===== src/rtl/yc_noc_defs.sv =====
// rtl/yc_noc_defs.sv - flit type and destination accessors for the yc NoC
package yc_noc_defs;

  typedef struct packed {
    logic [3:0]  dst_x;
    logic [3:0]  dst_y;
    logic [3:0]  src;
    logic [7:0]  seq;
    logic [11:0] data;
  } flit_t;

  function automatic logic [3:0] get_dst_x(flit_t f);
    return f.dst_x;
  endfunction

  function automatic logic [3:0] get_dst_y(flit_t f);
    return f.dst_y;
  endfunction

endpackage


===== src/rtl/yc_router.sv =====
// rtl/yc_router.sv - five-port XY mesh router with per-input FIFOs and round-robin outputs
module yc_router
  import yc_noc_defs::*;
#(
  parameter int X_ID       = 0,
  parameter int Y_ID       = 0,
  parameter int FIFO_DEPTH = 2
) (
  input  logic  clk,
  input  logic  rst,
  input  logic  n_in_valid,
  input  flit_t n_in_flit,
  output logic  n_in_ready,
  input  logic  e_in_valid,
  input  flit_t e_in_flit,
  output logic  e_in_ready,
  input  logic  s_in_valid,
  input  flit_t s_in_flit,
  output logic  s_in_ready,
  input  logic  w_in_valid,
  input  flit_t w_in_flit,
  output logic  w_in_ready,
  input  logic  l_in_valid,
  input  flit_t l_in_flit,
  output logic  l_in_ready,
  output logic  n_out_valid,
  output flit_t n_out_flit,
  input  logic  n_out_ready,
  output logic  e_out_valid,
  output flit_t e_out_flit,
  input  logic  e_out_ready,
  output logic  s_out_valid,
  output flit_t s_out_flit,
  input  logic  s_out_ready,
  output logic  w_out_valid,
  output flit_t w_out_flit,
  input  logic  w_out_ready,
  output logic  l_out_valid,
  output flit_t l_out_flit,
  input  logic  l_out_ready
);

  localparam int PW = (FIFO_DEPTH > 1) ? $clog2(FIFO_DEPTH) : 1;
  localparam int CW = $clog2(FIFO_DEPTH + 1);
  localparam logic [3:0] MY_X = 4'(X_ID);
  localparam logic [3:0] MY_Y = 4'(Y_ID);
  localparam logic [2:0] P_N = 3'd0, P_E = 3'd1, P_S = 3'd2, P_W = 3'd3, P_L = 3'd4;

  logic       in_valid  [5];
  flit_t      in_flit   [5];
  logic       in_ready  [5];
  logic       out_ready [5];
  logic       out_valid [5];
  flit_t      out_flit  [5];
  flit_t      head      [5];
  logic       empty     [5];
  logic [2:0] route     [5];
  logic       pop       [5];
  logic [4:0] gnt       [5];

  assign in_valid  = '{n_in_valid, e_in_valid, s_in_valid, w_in_valid, l_in_valid};
  assign in_flit   = '{n_in_flit, e_in_flit, s_in_flit, w_in_flit, l_in_flit};
  assign out_ready = '{n_out_ready, e_out_ready, s_out_ready, w_out_ready, l_out_ready};

  assign n_in_ready = in_ready[0];
  assign e_in_ready = in_ready[1];
  assign s_in_ready = in_ready[2];
  assign w_in_ready = in_ready[3];
  assign l_in_ready = in_ready[4];

  assign n_out_valid = out_valid[0];
  assign e_out_valid = out_valid[1];
  assign s_out_valid = out_valid[2];
  assign w_out_valid = out_valid[3];
  assign l_out_valid = out_valid[4];
  assign n_out_flit  = out_flit[0];
  assign e_out_flit  = out_flit[1];
  assign s_out_flit  = out_flit[2];
  assign w_out_flit  = out_flit[3];
  assign l_out_flit  = out_flit[4];

  // An input is granted by at most one output, since its head requests exactly one.
  always_comb begin
    for (int i = 0; i < 5; i++) begin
      pop[i] = 1'b0;
      for (int o = 0; o < 5; o++) pop[i] = pop[i] | gnt[o][i];
    end
  end

  for (genvar i = 0; i < 5; i++) begin : g_in
    flit_t         mem [FIFO_DEPTH];
    logic [PW-1:0] rd_ptr;
    logic [PW-1:0] wr_ptr;
    logic [CW-1:0] count;
    logic          push;

    assign in_ready[i] = (count != CW'(FIFO_DEPTH)) && !rst;
    assign push        = in_valid[i] && in_ready[i];
    assign empty[i]    = (count == '0);
    assign head[i]     = mem[rd_ptr];

    always_ff @(posedge clk or posedge rst) begin
      if (rst) begin
        rd_ptr <= '0;
        wr_ptr <= '0;
        count  <= '0;
      end else begin
        if (push)   wr_ptr <= (wr_ptr == PW'(FIFO_DEPTH - 1)) ? '0 : wr_ptr + 1'b1;
        if (pop[i]) rd_ptr <= (rd_ptr == PW'(FIFO_DEPTH - 1)) ? '0 : rd_ptr + 1'b1;
        if (push && !pop[i])      count <= count + 1'b1;
        else if (!push && pop[i]) count <= count - 1'b1;
      end
    end

    always_ff @(posedge clk) begin
      if (push) mem[wr_ptr] <= in_flit[i];
    end

    // XY dimension order: resolve X fully before looking at Y.
    always_comb begin
      if (get_dst_x(head[i]) > MY_X)      route[i] = P_E;
      else if (get_dst_x(head[i]) < MY_X) route[i] = P_W;
      else if (get_dst_y(head[i]) > MY_Y) route[i] = P_S;
      else if (get_dst_y(head[i]) < MY_Y) route[i] = P_N;
      else                                route[i] = P_L;
    end
  end

  for (genvar o = 0; o < 5; o++) begin : g_out
    logic [2:0] rr_ptr;
    logic [2:0] win;
    logic [2:0] idx;
    logic [3:0] sum;
    logic [4:0] req;
    logic       any;
    logic       grant;
    logic       ov_q;
    flit_t      of_q;

    always_comb begin
      for (int i = 0; i < 5; i++) req[i] = !empty[i] && (route[i] == 3'(o));
    end

    // Scan from the farthest offset down so the nearest requester at/after rr_ptr wins.
    always_comb begin
      any = 1'b0;
      win = rr_ptr;
      sum = 4'd0;
      idx = 3'd0;
      for (int k = 4; k >= 0; k--) begin
        sum = {1'b0, rr_ptr} + 4'(k);
        idx = (sum >= 4'd5) ? 3'(sum - 4'd5) : sum[2:0];
        if (req[idx]) begin
          any = 1'b1;
          win = idx;
        end
      end
    end

    assign grant     = any && (!ov_q || out_ready[o]);
    assign gnt[o]    = grant ? (5'b00001 << win) : 5'b00000;
    assign out_valid[o] = ov_q;
    assign out_flit[o]  = of_q;

    always_ff @(posedge clk or posedge rst) begin
      if (rst) begin
        ov_q   <= 1'b0;
        of_q   <= '0;
        rr_ptr <= 3'd0;
      end else if (grant) begin
        ov_q   <= 1'b1;
        of_q   <= head[win];
        rr_ptr <= (win == 3'd4) ? 3'd0 : win + 3'd1;
      end else if (out_ready[o]) begin
        ov_q   <= 1'b0;
      end
    end
  end

endmodule


===== config.mk =====
export PLATFORM = sky130hd
export DESIGN_NAME = yc_router
export DESIGN_NICKNAME = d
export VERILOG_FILES = /design/src/rtl/yc_noc_defs.sv /design/src/rtl/yc_router.sv
export SDC_FILE = /design/constraint.sdc
export NUM_CORES = 1
export LEC_CHECK = 0
export BUFFER_PORTS_ARGS = -buffer_cell sky130_fd_sc_hd__buf_2
export CELL_PAD_IN_SITES_DETAIL_PLACEMENT = 0
export CELL_PAD_IN_SITES_GLOBAL_PLACEMENT = 1
export CORE_ASPECT_RATIO = 1.5
export CORE_MARGIN = 4
export CORE_UTILIZATION = 35
export CTS_CLUSTER_SIZE = 8
export DETAILED_ROUTE_END_ITERATION = 10
export PLACE_DENSITY_LB_ADDON = 0.1
export SLEW_MARGIN = 0
export SYNTH_ARGS = -nofsm -noshare
export SYNTH_HDL_FRONTEND = slang
export SYNTH_SLANG_ARGS = --single-unit

===== constraint.sdc =====
create_clock -name clk -period 7.7 [get_ports clk]
set_input_delay 1.54 -clock clk [delete_from_list [all_inputs] [get_ports clk]]
set_output_delay 1.54 -clock clk [all_outputs]
set_load 0.02 [all_outputs]

==> results.toml, run 1 <==
[run_status]
run_status = "completed"

[floorplan]
initial_core_util_pct = 35.3
core_region_area_mm2 = 0.0727
die_w_um = 229
die-height_um = 340
pin_count = 342
die_area_mm2 = 0.0778
placementRows = 121

[routing]
routedLengthMet1_mm = 37.1
wl_final_mm = 97.4
drt-wirelength-per-cell_um = 28.8
post-route-drc-count = 0
vias = 19200
vias_per_cell = 5.67
top_signal_layer_used = "met4"
drt_iter0_drc = 1319
drtAntennaViolNets = 0
wl_met3_mm = 5.20
routed-wl-met2_mm = 50.5
detailedRoute.firstPassIterationCount = 6

[sta]
totalNegativeSetupSlack_ns = 0
maxSlewHeadroom_pct = 17.1
setup_repair_after_global_routing_missed_its_margin = "false"
worst_clock_skew_ns = 0.0394
finalCritPeriodShare_pct = 75.7
final-max-slew-violation-count = 0
timing.fmax_mhz = 172
hold_viol_final = 0
setup_violations = 0
post-route-min-period_ns = 5.83
worstMarginPinSlew_ns = 1.23

[clocking]
cts.root.buffer_cell = "sky130_fd_sc_hd__clkbuf_16"
cts_post_setup_buffers_inserted = 0
clock_transition_at_the_register_clock_pins_on_the_worst_setup_and_hold_paths_after_cts_ns = 0.06
cts_htree_levels = 3
cts-resized-gates = 0
insertion_delay_ns = 0.64
numClockSinks = 514
tritoncts_clock_tree = "built"
numCtsBuffers = 74
cts_hold_buf = 0
cts-root-to-sink-buffers = 3

[synthesis]
synth-seq-cells = 514
synthesis.area_mm2 = 0.0257
synthesis.instances = 2130
synth-edff-count = 320
synth_simple_gate_area_share_pct = 10.2
fraction_of_the_mapped_netlist_area_in_compound_gates_pct = 15.2
synth_seq_area_share_pct = 56.4
yosys.area_share.xor_xnor_pct = 1.37
postSynthAreaPerCell_um2 = 12.0
synth-adder-area-share_pct = 2.23
synthesis.yosys.warnings = 0
synth_ff_type = "sky130_fd_sc_hd__edfxtp_1"
synth_cell_types = 108
muxShareOfSynthArea_pct = 10.2
synthesis.nets = 2346
async_flop_share_pct = 37.7
synth_top_family_by_area = "compound AO/OA/AOI/OAI gates"

[global_route]
grt_start_max_net_pins = 76
grt_usage_pct = 24.4
grt_antenna_before_repair = 2
grt_pass1_wl_mm = 139
grt_pass1_vias = 19900
globalRoute.totalOverflow = 0

[placed_design]
place.detailed.hpwl_mm = 68.8
routabilityCongestion = 0.892
post-place-cells = 3250
placement.io_buffers = 341

[job]
timing.max_cap.violations = 0

[critical_path]
endpoint_kind = "flip-flop"
critPathMaxStageDelay_ns = 0.90
cp_max_fo = 26
worst_ep_required_time_ns = 8.23
cp_num_buf_inv = 2
worstPathCellList = "inv_1 -> ha_1 -> a21boi_0 -> nand4_1 -> nand4_2 -> nor3_1 -> or4_4 -> o41ai_4 -> buf_4 -> o221a_2 -> ha_1 -> xor2_1 -> nor2_1 -> xor2_1"
worst_path_max_delay_cell = "sky130_fd_sc_hd__dfrtp_1"
critical_path_arrival_ns = 6.36
cp_launch_type = "flip-flop"
cp_top_family = "compound AO/OA/AOI/OAI gates"
criticalPathCategory = "flip-flop to flip-flop"

[cells_and_area]
post_layout_nonfiller_instances = 3383
final_cell_mix = "sky130_fd_sc_hd__buf_2, sky130_fd_sc_hd__edfxtp_1, sky130_fd_sc_hd__dfrtp_1, sky130_fd_sc_hd__nand2_1, sky130_fd_sc_hd__mux2i_1"
layout.cells.most_common = "sky130_fd_sc_hd__buf_2"
drive_above_1_share_pct = 26.7
flow.area_growth_from_synthesis_pct = 17.9
num-nets-final = 2620
fill_cells = 6931
fin_util_pct = 41.6

[hold_path]
hold_path.class = "flip-flop to flip-flop"
## layout make-up
cell class                      count  area, um^2  area share (%)
Antenna cell                        1        2.50         0.00827
Inverter                           68         268           0.885
Multi-Input combinational cell   1363       10200            33.6
Clock inverter                      6        75.1           0.248
Timing Repair Buffer              383        2030            6.73
Tap cell                          922        1150            3.81
Clock buffer                      126        2080            6.87
Sequential cell                   514       14500            47.8
## path summary, 6_finish.rpt
path                                                startpoint                      endpoint  cells past startpoint  slack, ns
min in group asynchronous                                  rst       e_out_valid$_DFFE_PP0P_                      2       1.16
worst max register to register  g_out[4].rr_ptr[0]$_DFFE_PP0P_  g_in[4].count[1]$_DFFE_PP0P_                     14       1.87
worst max-delay path            g_out[4].rr_ptr[0]$_DFFE_PP0P_  g_in[4].count[1]$_DFFE_PP0P_                     14       1.87
worst min-delay path                 n_out_flit[3]$_DFFE_PP0P_     n_out_flit[3]$_DFFE_PP0P_                      0       0.37
worst min register to register       n_out_flit[3]$_DFFE_PP0P_     n_out_flit[3]$_DFFE_PP0P_                      0       0.37
max in group asynchronous                                  rst    g_in[0].rd_ptr$_DFFE_PP0P_                      3       4.96
## stage by stage
step / setup slack [ns] / instance area (um^2) / hold WS [ns]
3_5_place_dp: 1.87 / 28100 / 0.360
2_1_floorplan: 0.876 / 25700 / 0.460
3_3_place_gp: 1.98 / 28100 / 0.360
4_1_cts: 1.88 / 30200 / 0.370
6_report: 1.87 / 30200 / 0.366
5_1_grt: 1.57 / 30200 / 0.377
## kinds of logic after synthesis
logic type | Yosys count
AO/OA/AOI/OAI | 515
buffers and inverters | 253
XOR/XNOR | 40
flip-flops | 514
adder cells (fa/ha/maj) | 44
AND/OR/NAND/NOR | 521
multiplexers | 243
## synth_stat cells, drive strengths merged (8+ instances only)
cell type / n / area, um^2
a211oi: 16 / 135
a21o: 31 / 233
a21oi: 70 / 358
and3: 8 / 50.1
buf: 66 / 413
clkbuf: 119 / 448
dfrtp: 194 / 4850
edfxtp: 320 / 9610
ha: 41 / 513
inv: 66 / 253
mux2: 100 / 1180
mux2i: 142 / 1420
nand2: 160 / 606
nand2b: 24 / 150
nand3: 15 / 75.1
nor2: 111 / 417
nor2b: 25 / 156
nor3: 59 / 300
nor3b: 12 / 95.1
nor4: 28 / 196
o2111ai: 30 / 263
o211ai: 124 / 945
o21ai: 48 / 240
o21bai: 10 / 75.1
o22ai: 42 / 269
o311ai: 31 / 272
o31ai: 33 / 337
or2: 18 / 113
or3: 13 / 81.3
or4: 15 / 116
xnor2: 29 / 254
xor2: 11 / 96.3
## flip-flops by register name, indices dropped and copies added (netlist names), 9 cells and up
signal        cells
g_in.mem        320
e_out_flit       32
l_out_flit       32
n_out_flit       32
s_out_flit       32
w_out_flit       32
g_in.count       10
g_out.rr_ptr      9
## layer usage
metal / up-vias / GRT usage [%]
met5: - / 0
met4: 0 / 11.1
met3: 210 / 3.77
met2: 807 / 44.2
met1: 9528 / 28.1
li1: 8653 / -
Power of run 1 is left out: the tool's default activity adds up to more than one toggle a clock period on the data nets, which glitch-free logic cannot reach.
==> inputs of run 2 (changes only) <==
==> constraint.sdc (replaced) <==
create_clock -name clk -period 5.6 [get_ports clk]
set_input_delay 1.12 -clock clk [delete_from_list [all_inputs] [get_ports clk]]
set_output_delay 1.12 -clock clk [all_outputs]
set_load 0.02 [all_outputs]
==> run 2 against run 1 <==
Critical path depth increased by 7. First-iteration DRC count decreased by 0.68%. Routed wire length decreased by 1.5%. Maximum frequency increased by 15%. Register-to-register slack got worse by 1.3 ns. Final cell count increased by 1.2%. Core utilization increased by 0.51 points. Non-clock buffer count increased by 39. Critical endpoint is now g_in[3].count[1]$_DFFE_PP0P_.
==> results.toml, run 2 (synthesized netlist as in run 1, its figures left out) <==
[placed_design]
place.detailed.hpwl_mm = 69.8
placement.io_buffers = 341
routabilityCongestion = 0.906

[sta]
hold_viol_final = 0
worst_clock_skew_ns = 0.0385
maxSlewHeadroom_pct = 25.0
setup_repair_after_global_routing_missed_its_margin = "false"
setup_violations = 0
worstMarginPinSlew_ns = 1.12
totalNegativeSetupSlack_ns = 0
final-max-slew-violation-count = 0
timing.fmax_mhz = 197
finalCritPeriodShare_pct = 90.6
post-route-min-period_ns = 5.07

[clocking]
tritoncts_clock_tree = "built"
cts_hold_buf = 0
cts-resized-gates = 0
numCtsBuffers = 74
cts_post_setup_buffers_inserted = 0
numClockSinks = 514
clock_transition_at_the_register_clock_pins_on_the_worst_setup_and_hold_paths_after_cts_ns = 0.05
cts-root-to-sink-buffers = 3
insertion_delay_ns = 0.64
cts.root.buffer_cell = "sky130_fd_sc_hd__clkbuf_16"
cts_htree_levels = 3

[routing]
post-route-drc-count = 0
drtAntennaViolNets = 0
routed-wl-met2_mm = 50.3
vias = 19200
drt_iter0_drc = 1310
routedLengthMet1_mm = 37.0
drt-wirelength-per-cell_um = 28.0
top_signal_layer_used = "met5"
vias_per_cell = 5.60
wl_final_mm = 96.0
wl_met3_mm = 5.00
detailedRoute.firstPassIterationCount = 5

[critical_path]
r2r-start = "g_out[2].rr_ptr[1]$_DFFE_PP0P_"
worst_path_max_delay_cell = "sky130_fd_sc_hd__mux4_2"
cp_num_buf_inv = 5
worstPathCellList = "inv_1 -> ha_1 -> inv_1 -> o21ai_0 -> buf_4 -> mux2i_1 -> mux4_2 -> mux2_1 -> o221ai_1 -> a211oi_2 -> or2_1 -> inv_1 -> ha_1 -> ha_1 -> inv_1 -> nor2_1 -> a221oi_2 -> ha_1 -> xor2_1 -> nor2_1 -> xor2_1"
worst_ep_required_time_ns = 6.09
endpoint_kind = "flip-flop"
worstRegToRegCells = 21
criticalPathCategory = "flip-flop to flip-flop"
cp_max_fo = 8
r2r-end = "g_in[3].count[1]$_DFFE_PP0P_"
rrSetupSlack_ns = 0.53
critPathMaxStageDelay_ns = 0.61
cp_launch_type = "flip-flop"
cp_top_family = "multiplexers"
critical_path_arrival_ns = 5.56

[floorplan]
pin_count = 342
placementRows = 121
core_region_area_mm2 = 0.0727
die_w_um = 229
initial_core_util_pct = 35.3
die-height_um = 340
die_area_mm2 = 0.0778

[cells_and_area]
final_cell_mix = "sky130_fd_sc_hd__buf_2, sky130_fd_sc_hd__edfxtp_1, sky130_fd_sc_hd__dfrtp_1, sky130_fd_sc_hd__nand2_1, sky130_fd_sc_hd__mux2i_1"
num-nets-final = 2659
layout.cells.most_common = "sky130_fd_sc_hd__buf_2"
registers.top_by_ff_count = "g_in.mem"
largest_register_ffs = 320
drive_above_1_share_pct = 27.8
flow.area_growth_from_synthesis_pct = 19.3

[hold_path]
min_to = "w_out_flit[9]$_DFFE_PP0P_"
hold_path.class = "flip-flop to flip-flop"
worst_hold_path.num_cells = 0
hold_start = "w_out_flit[9]$_DFFE_PP0P_"

[global_route]
grt_usage_pct = 24.2
globalRoute.totalOverflow = 0
grt_antenna_before_repair = 9
grt_start_max_net_pins = 120
grt_pass1_wl_mm = 139
grt_pass1_vias = 20400

[job]
timing.max_cap.violations = 0

[run_status]
run_status = "completed"
run 2: changes by cell type in the layout (fill, tap and decap cells not counted), moves of 2 or more:
cell                      before  now
sky130_fd_sc_hd__buf_12        1    6
sky130_fd_sc_hd__buf_4        41   75
sky130_fd_sc_hd__inv_6         3    1
sky130_fd_sc_hd__diode_2       1    6
run 2: metrics by stage:
stage | std cells | util [%] | cell area [um^2] | worst slack, ns | hold WS, ns
4_1_cts | 3419 | 42.1 | 30600 | 0.543 | 0.370
5_1_grt | 3419 | 42.1 | 30600 | 0.105 | 0.377
3_5_place_dp | 3289 | 39.1 | 28400 | 0.573 | 0.360
2_1_floorplan | 2130 | - | 25700 | 1.11 | 0.460
3_3_place_gp | 3289 | 39.1 | 28400 | 0.647 | 0.360
6_report | 3425 | 42.1 | 30600 | 0.526 | 0.365
run 2: worst max path at each step:
stage	start	to	slack [ns]	cells past startpoint
after floorplan	g_out[2].rr_ptr[1]$_DFFE_PP0P_	g_in[3].count[1]$_DFFE_PP0P_	1.11	20
final	g_out[2].rr_ptr[1]$_DFFE_PP0P_	g_in[3].count[1]$_DFFE_PP0P_	0.53	21
after detailed placement	g_out[2].rr_ptr[1]$_DFFE_PP0P_	g_in[3].count[1]$_DFFE_PP0P_	0.57	21
after CTS	g_out[2].rr_ptr[1]$_DFFE_PP0P_	g_in[3].count[1]$_DFFE_PP0P_	0.54	21
after global placement	g_out[2].rr_ptr[1]$_DFFE_PP0P_	g_in[3].count[1]$_DFFE_PP0P_	0.65	21
after global routing	g_out[2].rr_ptr[1]$_DFFE_PP0P_	g_in[3].count[1]$_DFFE_PP0P_	0.10	21
run 2: layer usage:
metal  GRT usage [%]  vias up
li1                -     8693
met1            27.6     9628
met2            44.5      665
met3            4.45      188
met4            9.39        4
met5               0        -
run 2: worst register-to-register path, delay by kind of cell (launching register included):
family	cells	cell delay (ns)
xor gates and xnor gates	2	0.31
muxes	3	1.33
AOI/OAI and AO/OA	4	0.94
buffers and inverters	5	0.65
DFF	1	0.47
and+or+nand+nor	3	0.36
adders and majority gates	4	0.90
run 2: final cells by class:
type                    instances  area, um^2
clock inverters                 4        72.6
clock buffers                 126        2090
well taps                     922        1150
multi-input cells            1363       10200
repair buffers                422        2390
fillers                      6885       42100
diodes                          6        15.0
inverters                      68         264
flip-flops and latches        514       14500
Power of run 2 is left out for the same reason.
==> inputs of run 3 (changes only) <==
--- a/config.mk
+++ b/config.mk
@@ -13,7 +13,7 @@
 export CORE_UTILIZATION = 35
 export CTS_CLUSTER_SIZE = 8
 export DETAILED_ROUTE_END_ITERATION = 10
-export PLACE_DENSITY_LB_ADDON = 0.1
+export PLACE_DENSITY = 0.62
 export SLEW_MARGIN = 0
 export SYNTH_ARGS = -nofsm -noshare
 export SYNTH_HDL_FRONTEND = slang
==> run 3 against run 2 <==
Final area up 0.50%. Clock skew down 0.0069 ns. First-iteration DRC count up 6.6%. Sequential cell count unchanged. Critical endpoint is now g_in[1].count[1]$_DFFE_PP0P_. Largest cell class unchanged. Routed wire length up 0.96%.
==> results.toml, run 3 (synthesized netlist as in run 1, its figures left out) <==
[cells_and_area]
layout.cells.most_common = "sky130_fd_sc_hd__buf_2"
final_cell_mix = "sky130_fd_sc_hd__buf_2, sky130_fd_sc_hd__edfxtp_1, sky130_fd_sc_hd__dfrtp_1, sky130_fd_sc_hd__nand2_1, sky130_fd_sc_hd__mux2i_1"
area.sequential_mm2 = 0.0145
multi_input_area_mm2 = 0.0102
fin_util_pct = 42.3
flow.area_growth_from_synthesis_pct = 19.9
registers.top_by_ff_count = "g_in.mem"
drive_above_1_share_pct = 28.4
fill_cells = 6826
num-nets-final = 2674
largest_register_ffs = 320

[clocking]
cts_hold_buf = 0
cts_htree_levels = 3
cts.root.buffer_cell = "sky130_fd_sc_hd__clkbuf_16"
clock_transition_at_the_register_clock_pins_on_the_worst_setup_and_hold_paths_after_cts_ns = 0.06
numClockSinks = 514
cts-resized-gates = 0
numCtsBuffers = 74
insertion_delay_ns = 0.64
tritoncts_clock_tree = "built"
cts-root-to-sink-buffers = 3
cts_post_setup_buffers_inserted = 0

[sta]
hold_viol_final = 0
final-max-slew-violation-count = 0
hold_slack_ns = 0.366
timing.fmax_mhz = 201
maxSlewHeadroom_pct = 28.8
post-route-min-period_ns = 4.99
setup_violations = 0
setup_repair_after_global_routing_missed_its_margin = "false"
finalCritPeriodShare_pct = 89.0
worst_clock_skew_ns = 0.0316
worst_slack_ns = 0.614
totalNegativeSetupSlack_ns = 0
worstMarginPinSlew_ns = 1.07

[critical_path]
critical_path_arrival_ns = 5.48
cp_launch_type = "flip-flop"
critical_path.startpoint = "g_out[4].rr_ptr[1]$_DFFE_PP0P_"
worstRegToRegCells = 18
criticalPathCategory = "flip-flop to flip-flop"
rrSetupSlack_ns = 0.61
endpoint = "g_in[1].count[1]$_DFFE_PP0P_"
cp_max_fo = 6
endpoint_kind = "flip-flop"
worst_ep_required_time_ns = 6.10
r2r-end = "g_in[1].count[1]$_DFFE_PP0P_"
r2r-start = "g_out[4].rr_ptr[1]$_DFFE_PP0P_"

[global_route]
grt_antenna_before_repair = 4
globalRoute.totalOverflow = 0
grt_start_max_net_pins = 99
grt_usage_pct = 24.3
grt_pass1_vias = 20300
grt_pass1_wl_mm = 140

[floorplan]
core_region_area_mm2 = 0.0727
initial_core_util_pct = 35.3
placementRows = 121
pin_count = 342
die_w_um = 229
die-height_um = 340
die_area_mm2 = 0.0778

[routing]
vias_per_cell = 5.63
detailedRoute.firstPassIterationCount = 5
wl_final_mm = 96.9
post-route-drc-count = 0
drt-wirelength-per-cell_um = 28.2
vias = 19300
drt_iter0_drc = 1397
drtAntennaViolNets = 0

[placed_design]
detailedPlace.worstSlack_ns = 0.730
place.detailed.hpwl_mm = 70.9
placement.io_buffers = 341
routabilityCongestion = 0.905

[hold_path]
hold_path.class = "flip-flop to flip-flop"

[run_status]
run_status = "completed"

[job]
timing.max_cap.violations = 0
==> run 3: cell count changes in the layout (fill, tap and decap cells not counted), sizes merged <==
cell / before / now
diode: 6 / 1
clkbuf: 126 / 124
buf: 422 / 437
clkinv: 4 / 7
==> run 3: area by class of cell <==
type / instances / area share (%)
inverters: 68 / 0.858
clock inverters: 7 / 0.537
well taps: 922 / 3.75
clock buffers: 124 / 6.69
flip-flops and latches: 514 / 47.0
repair buffers: 437 / 8.09
diodes: 1 / 0.00813
multi-input cells: 1363 / 33.0
==> run 3: how the worst min path moves through the flow <==
stage                                           from                          to  slack, ns  depth (start not counted)
after CTS                  n_out_flit[1]$_DFFE_PP0P_   n_out_flit[1]$_DFFE_PP0P_       0.37                          0
after global placement     n_out_flit[7]$_DFFE_PP0P_   n_out_flit[7]$_DFFE_PP0P_       0.36                          0
after global routing      n_out_flit[23]$_DFFE_PP0P_  n_out_flit[23]$_DFFE_PP0P_       0.38                          0
after floorplan           g_in[0].wr_ptr$_DFFE_PP0P_  g_in[0].wr_ptr$_DFFE_PP0P_       0.46                          1
after detailed placement   n_out_flit[0]$_DFFE_PP0P_   n_out_flit[0]$_DFFE_PP0P_       0.36                          0
final                     w_out_flit[31]$_DFFE_PP0P_  w_out_flit[31]$_DFFE_PP0P_       0.37                          0
==> run 3: critical path, stage by stage (launching register included) <==
cell and delay [ns]:
sky130_fd_sc_hd__dfrtp_1 0.47, sky130_fd_sc_hd__inv_1 0.16, sky130_fd_sc_hd__ha_1 0.33, sky130_fd_sc_hd__ha_1 0.30, sky130_fd_sc_hd__a21boi_0 0.56, sky130_fd_sc_hd__nand4_1 0.37
sky130_fd_sc_hd__nand4_2 0.24, sky130_fd_sc_hd__nor3_1 0.10, sky130_fd_sc_hd__or4_4 0.59, sky130_fd_sc_hd__o41ai_4 0.34, sky130_fd_sc_hd__buf_4 0.20, sky130_fd_sc_hd__nor2_1 0.05
sky130_fd_sc_hd__buf_4 0.16, sky130_fd_sc_hd__a221oi_2 0.25, sky130_fd_sc_hd__buf_4 0.18, sky130_fd_sc_hd__ha_1 0.17, sky130_fd_sc_hd__xor2_1 0.17, sky130_fd_sc_hd__nor2_1 0.07
sky130_fd_sc_hd__xor2_1 0.13
==> run 3: metal layers <==
layer	GRT usage, %	vias up	part of all wire [%]
met4	10.9	6	4.8
met3	4.08	219	5.1
li1	-	8732	-
met5	0	-	0.053
met1	27.5	9608	38
met2	44.7	783	52
==> run 3: stage by stage <==
stage | instance area (um^2) | cells
floorplan | 25700 | 2130
global placement | 28500 | 3304
detailed placement | 28500 | 3304
CTS | 30800 | 3435
global route | 30800 | 3435
finish | 30800 | 3436
Power of run 3 is left out for the same reason.
